`src/rtl/pipe_pkg.sv`:
```
// Shared pipeline definitions: skid-register occupancy encoding and bubble fill.
package pipe_pkg;

  typedef enum logic [1:0] {
    ST_EMPTY = 2'd0,
    ST_ONE   = 2'd1,
    ST_FULL  = 2'd2
  } occ_e;

  // Every bit of a bubble payload takes this value unless a stage overrides it.
  localparam logic BUBBLE_FILL = 1'b0;

endpackage

```
`src/rtl/sat_cnt32.sv`:
```
// 32-bit saturating event counter with enable and synchronous clear (clear loads CLR_VAL).
module sat_cnt32 #(
  parameter logic [31:0] CLR_VAL = '0
) (
  input  logic        clk,
  input  logic        clr_i,
  input  logic        en_i,
  output logic [31:0] cnt_o
);

  logic [31:0] cnt_q;

  always_ff @(posedge clk) begin
    if (clr_i) begin
      cnt_q <= CLR_VAL;
    end else if (en_i && (cnt_q != '1)) begin
      cnt_q <= cnt_q + 32'd1;
    end
  end

  assign cnt_o = cnt_q;

endmodule

```
`src/rtl/pipe_skid_reg.sv`:
```
// Two-entry skid register with registered up_ready and flush.
// Optional stall/bubble performance counters under `define PIPE_SKID_PERF_EN.
module pipe_skid_reg
  import pipe_pkg::*;
#(
  parameter int unsigned         DATA_W     = 64,
  parameter logic [DATA_W-1:0]   BUBBLE_VAL = {DATA_W{BUBBLE_FILL}}
) (
  input  logic              clk,
  input  logic              rst,
  input  logic              flush,
  input  logic              up_valid,
  output logic              up_ready,
  input  logic [DATA_W-1:0] up_data,
  output logic              dn_valid,
  input  logic              dn_ready,
  output logic [DATA_W-1:0] dn_data
`ifdef PIPE_SKID_PERF_EN
  ,
  output logic [31:0]       stall_cnt,
  output logic [31:0]       bubble_cnt
`endif
);

  occ_e              state_q;
  logic [DATA_W-1:0] main_q;
  logic [DATA_W-1:0] skid_q;
  logic              up_ready_q;
  logic              dn_valid_q;

  logic in_xfer;
  logic out_xfer;

  assign in_xfer  = up_valid && up_ready_q;
  assign out_xfer = dn_valid_q && dn_ready;

  // main_q is forced to BUBBLE_VAL whenever the stage empties, so dn_data needs no mux.
  always_ff @(posedge clk) begin
    if (rst || flush) begin
      state_q    <= ST_EMPTY;
      main_q     <= BUBBLE_VAL;
      skid_q     <= BUBBLE_VAL;
      up_ready_q <= 1'b1;
      dn_valid_q <= 1'b0;
    end else begin
      unique case (state_q)
        ST_EMPTY: begin
          if (in_xfer) begin
            main_q     <= up_data;
            dn_valid_q <= 1'b1;
            state_q    <= ST_ONE;
          end
        end
        ST_ONE: begin
          if (in_xfer && out_xfer) begin
            main_q <= up_data;
          end else if (in_xfer) begin
            skid_q     <= up_data;
            up_ready_q <= 1'b0;
            state_q    <= ST_FULL;
          end else if (out_xfer) begin
            main_q     <= BUBBLE_VAL;
            dn_valid_q <= 1'b0;
            state_q    <= ST_EMPTY;
          end
        end
        ST_FULL: begin
          if (out_xfer) begin
            main_q     <= skid_q;
            skid_q     <= BUBBLE_VAL;
            up_ready_q <= 1'b1;
            state_q    <= ST_ONE;
          end
        end
        default: begin
          state_q    <= ST_EMPTY;
          main_q     <= BUBBLE_VAL;
          skid_q     <= BUBBLE_VAL;
          up_ready_q <= 1'b1;
          dn_valid_q <= 1'b0;
        end
      endcase
    end
  end

  assign up_ready = up_ready_q;
  assign dn_valid = dn_valid_q;
  assign dn_data  = main_q;

`ifdef PIPE_SKID_PERF_EN
  logic stall_en;
  logic bubble_en;

  assign stall_en  = dn_valid_q && !dn_ready;
  assign bubble_en = !dn_valid_q;

  sat_cnt32 u_stall_cnt (
    .clk   (clk),
    .clr_i (rst),
    .en_i  (stall_en),
    .cnt_o (stall_cnt)
  );

  sat_cnt32 u_bubble_cnt (
    .clk   (clk),
    .clr_i (rst),
    .en_i  (bubble_en),
    .cnt_o (bubble_cnt)
  );
`endif

endmodule

```
`config.mk`:
```
export PLATFORM = sky130hd
export DESIGN_NAME = pipe_skid_reg
export DESIGN_NICKNAME = d
export VERILOG_FILES = /design/src/rtl/pipe_pkg.sv /design/src/rtl/sat_cnt32.sv /design/src/rtl/pipe_skid_reg.sv
export SDC_FILE = /design/constraint.sdc
export NUM_CORES = 1
export LEC_CHECK = 0
export ABC_AREA = 0
export CAP_MARGIN = 20
export CORE_MARGIN = 2
export CORE_UTILIZATION = 24
export DETAILED_ROUTE_END_ITERATION = 12
export GPL_ROUTABILITY_DRIVEN = 0
export SLEW_MARGIN = 30
export SYNTH_ARGS = -nofsm -noshare
export SYNTH_HDL_FRONTEND = slang
export SYNTH_SLANG_ARGS = --single-unit
```
`constraint.sdc`:
```
create_clock -name clk -period 1.5 [get_ports clk]
set_input_delay 0.225 -clock clk [delete_from_list [all_inputs] [get_ports clk]]
set_output_delay 0.225 -clock clk [all_outputs]
set_load 0.005 [all_outputs]
```
* Word level (Yosys, flattened, before mapping) *
Cells that the tools add are included.

word-level totals
  register bits after elaboration = 132
  output and inout port bits = 66
  input port bits = 69
  logic and storage cells = 50

cells by class
  bitwise gates (word level) = 2
  mux-type cells = 23
  equality and inequality tests = 11
  reduce and logical (&&, ||, !) cells = 9

operators by type and width
  kind                  count
  $mux W64              6
  $pmux W64 S3          2
  $ne A2 B2 Y1 const B  6
  $reduce_and A4 Y1     3
  $mux W2               5
  $ne A3 B3 Y1 const B  3
  $mux W1               7
  $pmux W1 S3           2
  $pmux W2 S3           1
  $reduce_and A5 Y1     1
  $logic_and A1 B1 Y1   3
  $eq A2 B1 Y1 const B  1
  $eq A2 B2 Y1 const B  1
  $logic_not A2 Y1      1
  $not A1 Y1            2
  $logic_or A1 B1 Y1    1

* Depth between registers and ports, before layout *
Gate-level depths: netlist (run 1).

  depth in word-level cells = 5
  gate-level depth with buffers = 7
  depth with buffers taken out = 4

* Worst setup path after synthesis (run 1) *
Ideal clock, no wire load.

  path type = register to register
  from = register state_q[1]
  to = register main_q[33] (netlist: dn_data[33])
  stages on the path, launching flop included = 8
  slack = 0.054 ns
  path buffers = 3
  period minus slack after synthesis = 1.446 ns
  setup time = 0.128 ns
  data required time = 1.372 ns
  arrival time = 1.318 ns
  cells stage by stage = dfxtp_1 > buf_2 > buf_4 > buf_4 > mux2i_1 > o22ai_1 > a22oi_1 > nor2_1

on the way
  longest elaborated chain between the ends = 3
  elaborated cells between the ends (all ways) = 9
  classes of those cells = 6 x eq/ne; 1 x mux; 2 x reduce/logical

RTL lines
  element                                                        line                 text
  start: declaration                                             pipe_skid_reg.sv:25  occ_e state_q;
  start signal: assignment                                       pipe_skid_reg.sv:40  state_q <= ST_EMPTY;
  start signal: assignment                                       pipe_skid_reg.sv:51  state_q <= ST_ONE;
  start signal: assignment                                       pipe_skid_reg.sv:60  state_q <= ST_FULL;
  $eq A2 B1 Y1, or another cell as far along                     pipe_skid_reg.sv:46  unique case (state_q)
  $ne A3 B3 Y1 (no source line) or $ne A2 B2 Y1 (tied branches)  n/a
  $reduce_and A4 Y1 (no source line)                             n/a
  end signal: assignment                                         pipe_skid_reg.sv:49  main_q <= up_data;
  end signal: assignment                                         pipe_skid_reg.sv:56  main_q <= up_data;
  end signal: assignment                                         pipe_skid_reg.sv:69  main_q <= skid_q;
  end: declaration                                               pipe_skid_reg.sv:26  logic [DATA_W-1:0] main_q;

Parallel ways exist; a longest one is shown, timed or not.
A chain may end at the register's enable or synchronous reset.

* Worst setup path after layout (run 1) *
  from = register state_q[1]
  to = register main_q[25] (netlist: dn_data[25])

Same word-level chain as after synthesis.

==> results of run 1 <==
-- synth_stat cells (all sizes together) (2+ instances only) --
| master | number |
|---|---|
| mux2i | 64 |
| a21oi | 67 |
| clkbuf | 49 |
| buf | 41 |
| nand4 | 64 |
| a22oi | 64 |
| or2 | 2 |
| a31oi | 2 |
| nor2 | 71 |
| dfxtp | 132 |
| o22ai | 66 |
| nand2 | 67 |
| o21ai | 66 |
-- layout make-up --
class | count | area share [%]
well taps | 335 | 4.60
repair buffers | 182 | 22.9
flip-flops and latches | 132 | 29.4
inverters | 1 | 0.0412
clock inverters | 13 | 2.01
multi-input cells | 542 | 36.2
clock buffers | 19 | 4.86
-- power by group through the flow --
stage               registers [uW]  logic (uW)  clock network (uW)
floorplan                     3710         710                   0
global placement              3710        1410                   0
detailed placement            3710        1400                   0
CTS                           3630        1400                4570
global route                  3650        1610                4720
finish                        3630        1490                4450
-- worst max path at each step --
stage | startpoint | to | slack [ns] | depth (start not counted)
global route | state_q[1] | dn_data[48] | -0.06 | 6
finish | state_q[1] | dn_data[25] | 0.02 | 6
floorplan | state_q[1] | dn_data[33] | 0.05 | 7
detailed placement | up_valid | dn_data[7] | -0.21 | 6
CTS | dn_valid | skid_q[29] | 0.0003 | 6
global placement | up_valid | dn_data[0] | -0.18 | 6
-- placed cells by master, fill, tap and decap left out, types with 64 or more instances in the layout --
| master | Yosys | layout |
|---|---|---|
| nand2_1 | 66 | 66 |
| dfxtp_1 | 132 | 109 |
| a21oi_1 | 67 | 65 |
| a22oi_1 | 64 | 64 |
| o22ai_1 | 65 | 64 |
| nor2_1 | 69 | 69 |
| nand4_1 | 64 | 64 |
| mux2i_1 | 64 | 64 |
| clkdlybuf4s50_1 | 0 | 75 |
| o21ai_0 | 66 | 66 |
-- through the flow --
step                      power (uW)  setup TNS, ns
after detailed placement        5110         -23.12
after global routing            9970         -0.868
after global placement          5120         -19.42
after floorplan                 4420              0
final                           9570              0
after CTS                       9610              0
-- flip-flops by register name (all words and copies together) (netlist names) --
| name | count |
|---|---|
| dn_valid | 1 |
| dn_data | 64 |
| up_ready | 1 |
| state_q | 2 |
| skid_q | 64 |
-- cells by family after synthesis --
logic type / count (synthesis)
and+or+nand+nor: 210
AOI/OAI and AO/OA: 267
buffers and inverters: 91
xor gates and xnor gates: 1
DFF: 132
muxes: 64
-- what timing repair did --
item / in CTS / in global routing
gates cloned: 0 / 6
setup buffers: 3 / 3
pin swaps: 1 / 10
gates resized for setup: 46 / 44
setup endpoints to repair: 85 / 133
-- layer usage --
metal  GRT usage [%]  vias up  routed length (um)
li1                -     3066                   -
met1            18.6     3053                9850
met2            23.7      191                9990
met3            4.34       16                1240
met4            4.35        0                 223
met5               0        -                   0
-- worst min-delay path, delay by kind of cell --
family,cells,cell delay (ns)
buf+inv,2,0.26
simple gates,2,0.24
==> results.json, run 1 <==
{
  "place_ws_ns": -0.209,
  "r2r_start": "state_q[1]",
  "area_growth_pct": 44.2,
  "design_area_um2": 9110,
  "hold_path.class": "in2reg",
  "whs_path_depth": 4,
  "synthDistinctLibCells": 31,
  "slew_headroom_pct": 64.5,
  "hold_start": "dn_ready",
  "synth-simple-area-share_pct": 15.5,
  "synth_compound_area_share_pct": 25.8,
  "cts_made_buffers": 17,
  "seq_area_um2": 2680,
  "initial_core_util_pct": 24.3,
  "worstReg2RegEnd": "dn_data[25]",
  "drtAntennaViolNets": 0,
  "r2r_cells": 6,
  "yosysWarnings": 0,
  "critical_path.cell_chain": "nand4b_1 > buf_4 > buf_8 > o22ai_1 > a22oi_1 > nor2_1",
  "clkTransAtPathRegs_ns": 0.06,
  "ys_seq_elements": 132,
  "drtPass1Iterations": 7,
  "worst-path-buf-inv": 2,
  "worst_pin_slew_ns": 0.532,
  "die_h_um": 166,
  "slowest_delay_ns": 0.45,
  "slowest_stage": "dfxtp_4",
  "drive_gt1_share_pct": 13.0,
  "tritoncts": "yes",
  "status": "finished clean",
  "leakage_uw": 0.00357,
  "antenna_cells": 0,
  "whs_ns": 0.348,
  "multi_input_area_um2": 3300,
  "grt_max_degree": 57,
  "share_comb_of_total_power_pct": 15.5,
  "yosysTopAreaCell": "dfxtp_1",
  "crit_path_max_fanout": 25,
  "viasPerCell": 5.17,
  "syn_avg_cell_area_um2": 8.26,
  "drt-total-wl_um": 21300,
  "syn-cell-area_um2": 6320,
  "rsz0062_at_grt": "yes",
  "fin_crit_sh_pct": 98.6,
  "core_region_area_um2": 26000,
  "setup_ws_ns": 0.0215,
  "netlist.area_leader.share_pct": 41.8,
  "final_cells": 1224,
  "synth_mux_area_share_pct": 10.1,
  "cpLargestDelayFamily": "flip-flops",
  "postLayoutCoreUtil_pct": 35.0,
  "critPathLaunchType": "flop",
  "cts-root-buf": "clkbuf_16",
  "rows": 59,
  "synth_xor_area_share_pct": 0.258,
  "dp.cells": 1180,
  "fp.dieW_um": 166,
  "skew_ns": 0.00693,
  "path_class": "reg2reg",
  "drc": 0,
  "port_buffers": 134,
  "whs_endpoint": "state_q[1]",
  "place_area_um2": 8210,
  "drv_slew": 0,
  "post_drt_wl_per_cell_um": 17.4,
  "numClockSinks": 132,
  "antenna_found_initial": 0,
  "cp.arrival_ns": 1.77,
  "p_sw_share_pct": 25.9,
  "ys.flop_type": "dfxtp_1",
  "grt_pass1_vias": 6132,
  "cts_hold_buf": 0,
  "syn_nets": 834,
  "irDropWorstVdd_mv": 0.563,
  "worstSetupEndpointType": "flop",
  "vias": 6326,
  "synthAdderAreaFrac_pct": 0,
  "async_reset_ff_share_pct": 0,
  "cts_max_level": 4,
  "fin_nets": 945,
  "clock_latency_ns": 0.41,
  "grt_first_pass_wirelength_um": 32900,
  "intPower_uw": 7090,
  "synth_top_family_by_area": "compound AO/OA/AOI/OAI gates",
  "setup_violations": 0,
  "fill_cells": 2659,
  "r2r_slack_ns": 0.02,
  "cts.path.max_buffers": 2,
  "fmax_mhz": 676,
  "dp_hpwl_um": 12300,
  "p_seq_share_pct": 38.0,
  "die_area_um2": 27600,
  "io_pins": 135,
  "synth_edf_count": 0,
  "p_sw_uw": 2480,
  "clkPwrFrac_pct": 46.5,
  "hold_viol": 0,
  "drt_iter0_drc": 401,
  "synth_area_leaders": "dfxtp_1 (42%), mux2i_1 (10%), a22oi_1 (7.6%)",
  "synth-seq-area-share_pct": 41.8,
  "netlist_instances": 765,
  "grt_use_total_pct": 14.5,
  "worstPathRequired_ns": 1.79,
  "min_period_ns": 1.48,
  "p_per_area_nw_per_um2": 1050,
  "overflow": 0,
  "cap_violations": 0
}
(Power assumes the default switching activity.)
==> run 2: changes to the inputs <==
--- a/config.mk
+++ b/config.mk
@@ -7,8 +7,10 @@
 export LEC_CHECK = 0
 export ABC_AREA = 0
 export CAP_MARGIN = 20
+export CORE_ASPECT_RATIO = 0.8
 export CORE_MARGIN = 2
 export CORE_UTILIZATION = 24
+export CTS_BUF_LIST = sky130_fd_sc_hd__clkbuf_4 sky130_fd_sc_hd__clkbuf_8
 export DETAILED_ROUTE_END_ITERATION = 12
 export GPL_ROUTABILITY_DRIVEN = 0
 export SLEW_MARGIN = 30
==> run 2 against run 1 <==
Global-route usage rose by 0.062 points. Highest routed layer unchanged. Clock power shrank 37%. Worst hold slack got worse by 0.023 ns. Cell count up 1.6%. Non-clock buffer count shrank 3. Critical endpoint is now dn_data[11]. Count of clock-buffer cells in the layout up 4.
==> results.json, run 2 (same netlist as run 1, synthesis figures left out) <==
{
  "die_h_um": 149,
  "setup_violations": 0,
  "viasPerCell": 5.11,
  "slew_headroom_pct": 72.3,
  "rsz0062_at_grt": "yes",
  "drc": 0,
  "min_period_ns": 1.44,
  "setup-tns-final_ns": 0,
  "clock_latency_ns": 0.44,
  "r2r_start": "state_q[1]",
  "critical_path.cell_chain": "nand4b_1 > buf_4 > clkbuf_16 > o22ai_1 > a22oi_1 > nor2_1",
  "rows": 53,
  "drive_gt1_share_pct": 15.2,
  "cts_made_buffers": 17,
  "antenna_cells": 0,
  "drt-total-wl_um": 21100,
  "dp_hpwl_um": 12600,
  "numClockSinks": 132,
  "fin_nets": 942,
  "worst-path-buf-inv": 2,
  "finalPower_uw": 7870,
  "fmax_mhz": 695,
  "worst_pin_slew_ns": 0.415,
  "worstSetupEndpointType": "flop",
  "cts_max_level": 4,
  "layout_commonest_cell": "dfxtp_1",
  "cpLargestDelayFamily": "flip-flops",
  "drtPass1Iterations": 6,
  "grt_pass1_vias": 5902,
  "status": "finished clean",
  "layout_common_cells": "dfxtp_1 (90), nor2_1 (69), clkdlybuf4s50_1 (67), o21ai_0 (66), dlygate4sd2_1 (66)",
  "irDropWorstVdd_mv": 0.415,
  "port_buffers": 134,
  "endpoint": "dn_data[11]",
  "antenna_found_initial": 0,
  "r2r_slack_ns": 0.06,
  "overflow": 0,
  "critPathLaunchType": "flop",
  "hold_start": "dn_ready",
  "p_per_area_nw_per_um2": 905,
  "skew_ns": 0.00927,
  "fill_cells": 2696,
  "vias": 6356,
  "leakage_uw": 0.00312,
  "clkTransAtPathRegs_ns": 0.08,
  "worstPathRequired_ns": 1.88,
  "worstReg2RegEnd": "dn_data[11]",
  "crit_cells": 6,
  "postLayoutCoreUtil_pct": 33.3,
  "drv_slew": 0,
  "die_area_um2": 27600,
  "initial_core_util_pct": 24.2,
  "area_growth_pct": 37.6,
  "cts.path.max_buffers": 2,
  "hold_viol": 0,
  "tritoncts": "yes",
  "path_class": "reg2reg",
  "slowest_delay_ns": 0.40,
  "grt_max_degree": 65,
  "cap_violations": 0,
  "cp.arrival_ns": 1.82,
  "core_region_area_um2": 26100,
  "cts_hold_buf": 0,
  "r2r_cells": 6,
  "fp.dieW_um": 185,
  "drtAntennaViolNets": 0,
  "drt_iter0_drc": 647,
  "post_drt_wl_per_cell_um": 16.9,
  "grt_first_pass_wirelength_um": 32000,
  "place_area_um2": 8230,
  "design_area_um2": 8690,
  "cts-root-buf": "clkbuf_8",
  "hold_path.class": "in2reg",
  "slowest_stage": "dfxtp_4",
  "fin_crit_sh_pct": 95.9,
  "io_pins": 135,
  "grt_use_total_pct": 14.6,
  "crit_path_start": "state_q[1]",
  "crit_path_max_fanout": 13
}
-- run 2: cell types whose count changed in the layout (fill, tap and decap cells not counted), moves of 3 or more --
cell / delta
dlygate4sd2_1: +34
dlymetal6s2s_1: -26
clkbuf_8: +21
clkbuf_16: -20
dfxtp_2: +20
dfxtp_1: -19
clkdlybuf4s50_1: -8
buf_4: +4
bufinv_16: -4
clkinv_2: +3
-- run 2: metrics by stage --
stage | worst slack, ns | std cells | hold WS (ns)
after floorplan | 0.0543 | 765 | 0.400
after global placement | -0.282 | 1202 | 0.456
after detailed placement | -0.302 | 1202 | 0.466
after CTS | 0.0167 | 1236 | 0.399
after global routing | -0.0497 | 1243 | 0.327
final | 0.0617 | 1243 | 0.325
-- run 2: metal layers --
layer  part of all wire [%]  track usage, %
met1                     47            20.9
met2                     44            21.8
met3                    7.2            3.64
met4                    1.2            3.53
met5                      0               0
-- run 2: what timing repair did --
item,CTS,global route
pin swaps,0,7
gates resized for setup,107,10
cloned,0,3
endpoints found under the setup margin,66,127
setup buffers,2,4
-- run 2: layout make-up --
type | instances | area, um^2 | area share [%]
timing repair buffer | 179 | 1870 | 21.5
multi-input combinational | 542 | 3310 | 38.0
inverter | 1 | 3.75 | 0.0432
clock buffer | 23 | 310 | 3.57
clock inverter | 9 | 52.6 | 0.605
tap | 357 | 447 | 5.14
sequential | 132 | 2700 | 31.1
-- run 2: worst min path at each step --
stage,slack (ns),to,cells past startpoint
after global routing,0.33,state_q[1],4
after global placement,0.46,skid_q[52],2
after detailed placement,0.47,skid_q[48],2
after CTS,0.40,skid_q[1],3
after floorplan,0.40,skid_q[0],2
final,0.32,state_q[1],4
-- run 2: power breakdown --
group	internal (uW)	leakage, uW	switching [uW]
registers	3590	0.00109	45.9
logic	628	0.00184	791
clock network	1360	0.000187	1460
total	5580	0.00312	2290
-- run 2: tightest hold or removal path, stage by stage --
cell and delay, ns:
buf_2 0.13, and2_4 0.21, buf_4 0.13, nor3_1 0.04
==> run 3: changes to the inputs <==
--- a/config.mk
+++ b/config.mk
@@ -9,10 +9,12 @@
 export CAP_MARGIN = 20
 export CORE_ASPECT_RATIO = 0.8
 export CORE_MARGIN = 2
-export CORE_UTILIZATION = 24
+export CORE_UTILIZATION = 48
 export CTS_BUF_LIST = sky130_fd_sc_hd__clkbuf_4 sky130_fd_sc_hd__clkbuf_8
+export CTS_CLUSTER_SIZE = 12
 export DETAILED_ROUTE_END_ITERATION = 12
 export GPL_ROUTABILITY_DRIVEN = 0
+export PLACE_DENSITY = 0.79
 export SLEW_MARGIN = 30
 export SYNTH_ARGS = -nofsm -noshare
 export SYNTH_HDL_FRONTEND = slang
==> run 3 against run 2 <==
The run now ends with setup timing left. Cell count down 14%. Combinational power up 18%. Global-route usage grew 13 points. Register-to-register slack worse by 0.12 ns. Sequential power barely moved. Setup slack got worse by 0.12 ns. Wire length up 3.0%. Core utilization up 36 points. Fmax is 7.5% lower. Sequential share of layout area fell by 1.0 points. Flip-flop and latch count unchanged. Critical endpoint unchanged. Highest routed layer unchanged.
==> results.json, run 3 (same netlist as run 1, synthesis figures left out) <==
{
  "clkTransAtPathRegs_ns": 0.07,
  "tritoncts": "yes",
  "fill_cells": 982,
  "crit_path_max_fanout": 12,
  "die_area_um2": 14100,
  "drc": 0,
  "r2r_cells": 6,
  "clock_latency_ns": 0.44,
  "slew_headroom_pct": 71.1,
  "grt_use_total_pct": 27.7,
  "viasPerCell": 6.41,
  "min_period_ns": 1.55,
  "rsz0062_at_grt": "yes",
  "cap_violations": 0,
  "grt_pass1_vias": 6314,
  "area_growth_pct": 41.8,
  "finalPower_uw": 8720,
  "irDropWorstVdd_mv": 0.718,
  "post_drt_wl_per_cell_um": 20.2,
  "grt_max_degree": 55,
  "cts.path.max_buffers": 2,
  "cts-root-buf": "clkbuf_8",
  "cts_max_level": 4,
  "critPathLaunchType": "flop",
  "critical_path.cell_chain": "or2_4 > o22ai_4 > buf_6 > clkbuf_16 > a22oi_1 > nor2_1",
  "drt-total-wl_um": 21700,
  "cts_hold_buf": 0,
  "port_buffers": 134,
  "cpLargestDelayFamily": "flip-flops",
  "initial_core_util_pct": 49.1,
  "hold_start": "dn_ready",
  "r2r_slack_ns": -0.05,
  "whs_endpoint": "state_q[1]",
  "setup_violations": 6,
  "drive_gt1_share_pct": 17.4,
  "antenna_found_initial": 0,
  "fmax_mhz": 643,
  "numClockSinks": 132,
  "overflow": 0,
  "vias": 6880,
  "hold_path.class": "in2reg",
  "worstSetupEndpointType": "flop",
  "r2r_start": "state_q[1]",
  "grt_first_pass_wirelength_um": 31600,
  "layout_commonest_cell": "dfxtp_1",
  "cp.arrival_ns": 1.92,
  "cts_made_buffers": 17,
  "fin_crit_sh_pct": 104,
  "violations": "setup timing",
  "path_class": "reg2reg",
  "whs_path_depth": 4,
  "worstPathRequired_ns": 1.86,
  "drv_slew": 0,
  "multi_input_area_um2": 3380,
  "slowest_delay_ns": 0.41,
  "antenna_cells": 0,
  "worstReg2RegEnd": "dn_data[11]",
  "leakage_uw": 0.00341,
  "worst-path-buf-inv": 2,
  "status": "complete, but fails checks",
  "drtPass1Iterations": 7,
  "setup-tns-final_ns": -0.0780,
  "rows": 37,
  "die_h_um": 107,
  "drt_iter0_drc": 887,
  "p_per_area_nw_per_um2": 973,
  "fin_nets": 955,
  "slowest_stage": "dfxtp_4",
  "layout_common_cells": "dfxtp_1 (96), nor2_1 (69), clkdlybuf4s50_1 (67), o21ai_0 (66), a21oi_1 (66)",
  "worst_pin_slew_ns": 0.433,
  "core_region_area_um2": 12900,
  "dp_hpwl_um": 11600,
  "seq_area_um2": 2690,
  "fp.dieW_um": 132,
  "skew_ns": 0.0115,
  "io_pins": 135,
  "setup_ws_ns": -0.0547,
  "drtAntennaViolNets": 0,
  "hold_viol": 0
}
[run 3: cell types whose count changed in the layout (fill, tap and decap cells not counted), moves of 7 or more]
cell / delta
buf_12: -7
buf_6: +11
a22oi_1: -16
a22oi_2: +16
dlygate4sd2_1: -8
dlymetal6s2s_1: +8
[run 3: per-layer routing]
layer | wire, um | vias up | track usage (%) | share of wire, %
met5 | 0 | - | 0 | 0
met4 | 585 | 0 | 9.91 | 2.7
met3 | 2240 | 81 | 7.04 | 10
met2 | 10000 | 467 | 44.9 | 46
met1 | 8820 | 3254 | 36.1 | 41
li1 | - | 3078 | - | -
[run 3: final cells by class]
type | instances | share of cell area [%]
clock buffers | 24 | 3.41
clock inverters | 8 | 1.63
inverters | 1 | 0.0419
multi-input cells | 542 | 37.8
flip-flops and latches | 132 | 30.1
well taps | 175 | 2.44
repair buffers | 192 | 24.6
[run 3: where the power goes]
part	leakage (uW)	total [uW]	switching [uW]	internal [uW]
Combinational	0.00210	1670	892	779
Clock	0.000227	3410	1390	2020
Sequential	0.00108	3630	48.8	3590
[run 3: worst register-to-register path, cell delays in order, from the launching register on]
cell and delay, ns:
dfxtp_4 0.41, or2_4 0.28, o22ai_4 0.24, buf_6 0.18, clkbuf_16 0.18, a22oi_1 0.09
nor2_1 0.11
[run 3: how the worst max path moves through the flow]
| stage | end | cells after the start | startpoint |
|---|---|---|---|
| 2_1_floorplan | dn_data[33] | 7 | state_q[1] |
| 5_1_grt | dn_data[11] | 6 | state_q[1] |
| 4_1_cts | dn_data[48] | 7 | state_q[0] |
| 3_5_place_dp | dn_data[45] | 6 | up_valid |
| 6_report | dn_data[11] | 6 | state_q[1] |
| 3_3_place_gp | skid_q[32] | 5 | dn_ready |
[run 3: per-stage QoR]
stage               instance area (um^2)  hold WS (ns)  setup slack [ns]  utilization [%]  cells
finish                              8960         0.292           -0.0547             69.6   1074
global route                        8960         0.283           -0.0949             69.6   1074
CTS                                 8570         0.363           -0.0710             66.6   1060
detailed placement                  7920         0.466            -0.261             61.5   1019
global placement                    7880         0.456            -0.334             61.2   1017
floorplan                           6320         0.400            0.0543                -    765
[run 3: timing repair]
action | 4_1_cts | 5_1_grt
endpoints found under the setup margin | 132 | 97
buffers inserted | 4 | 8
gates resized for setup | 99 | 49
cloned | 5 | 8
pin swaps | 2 | 20
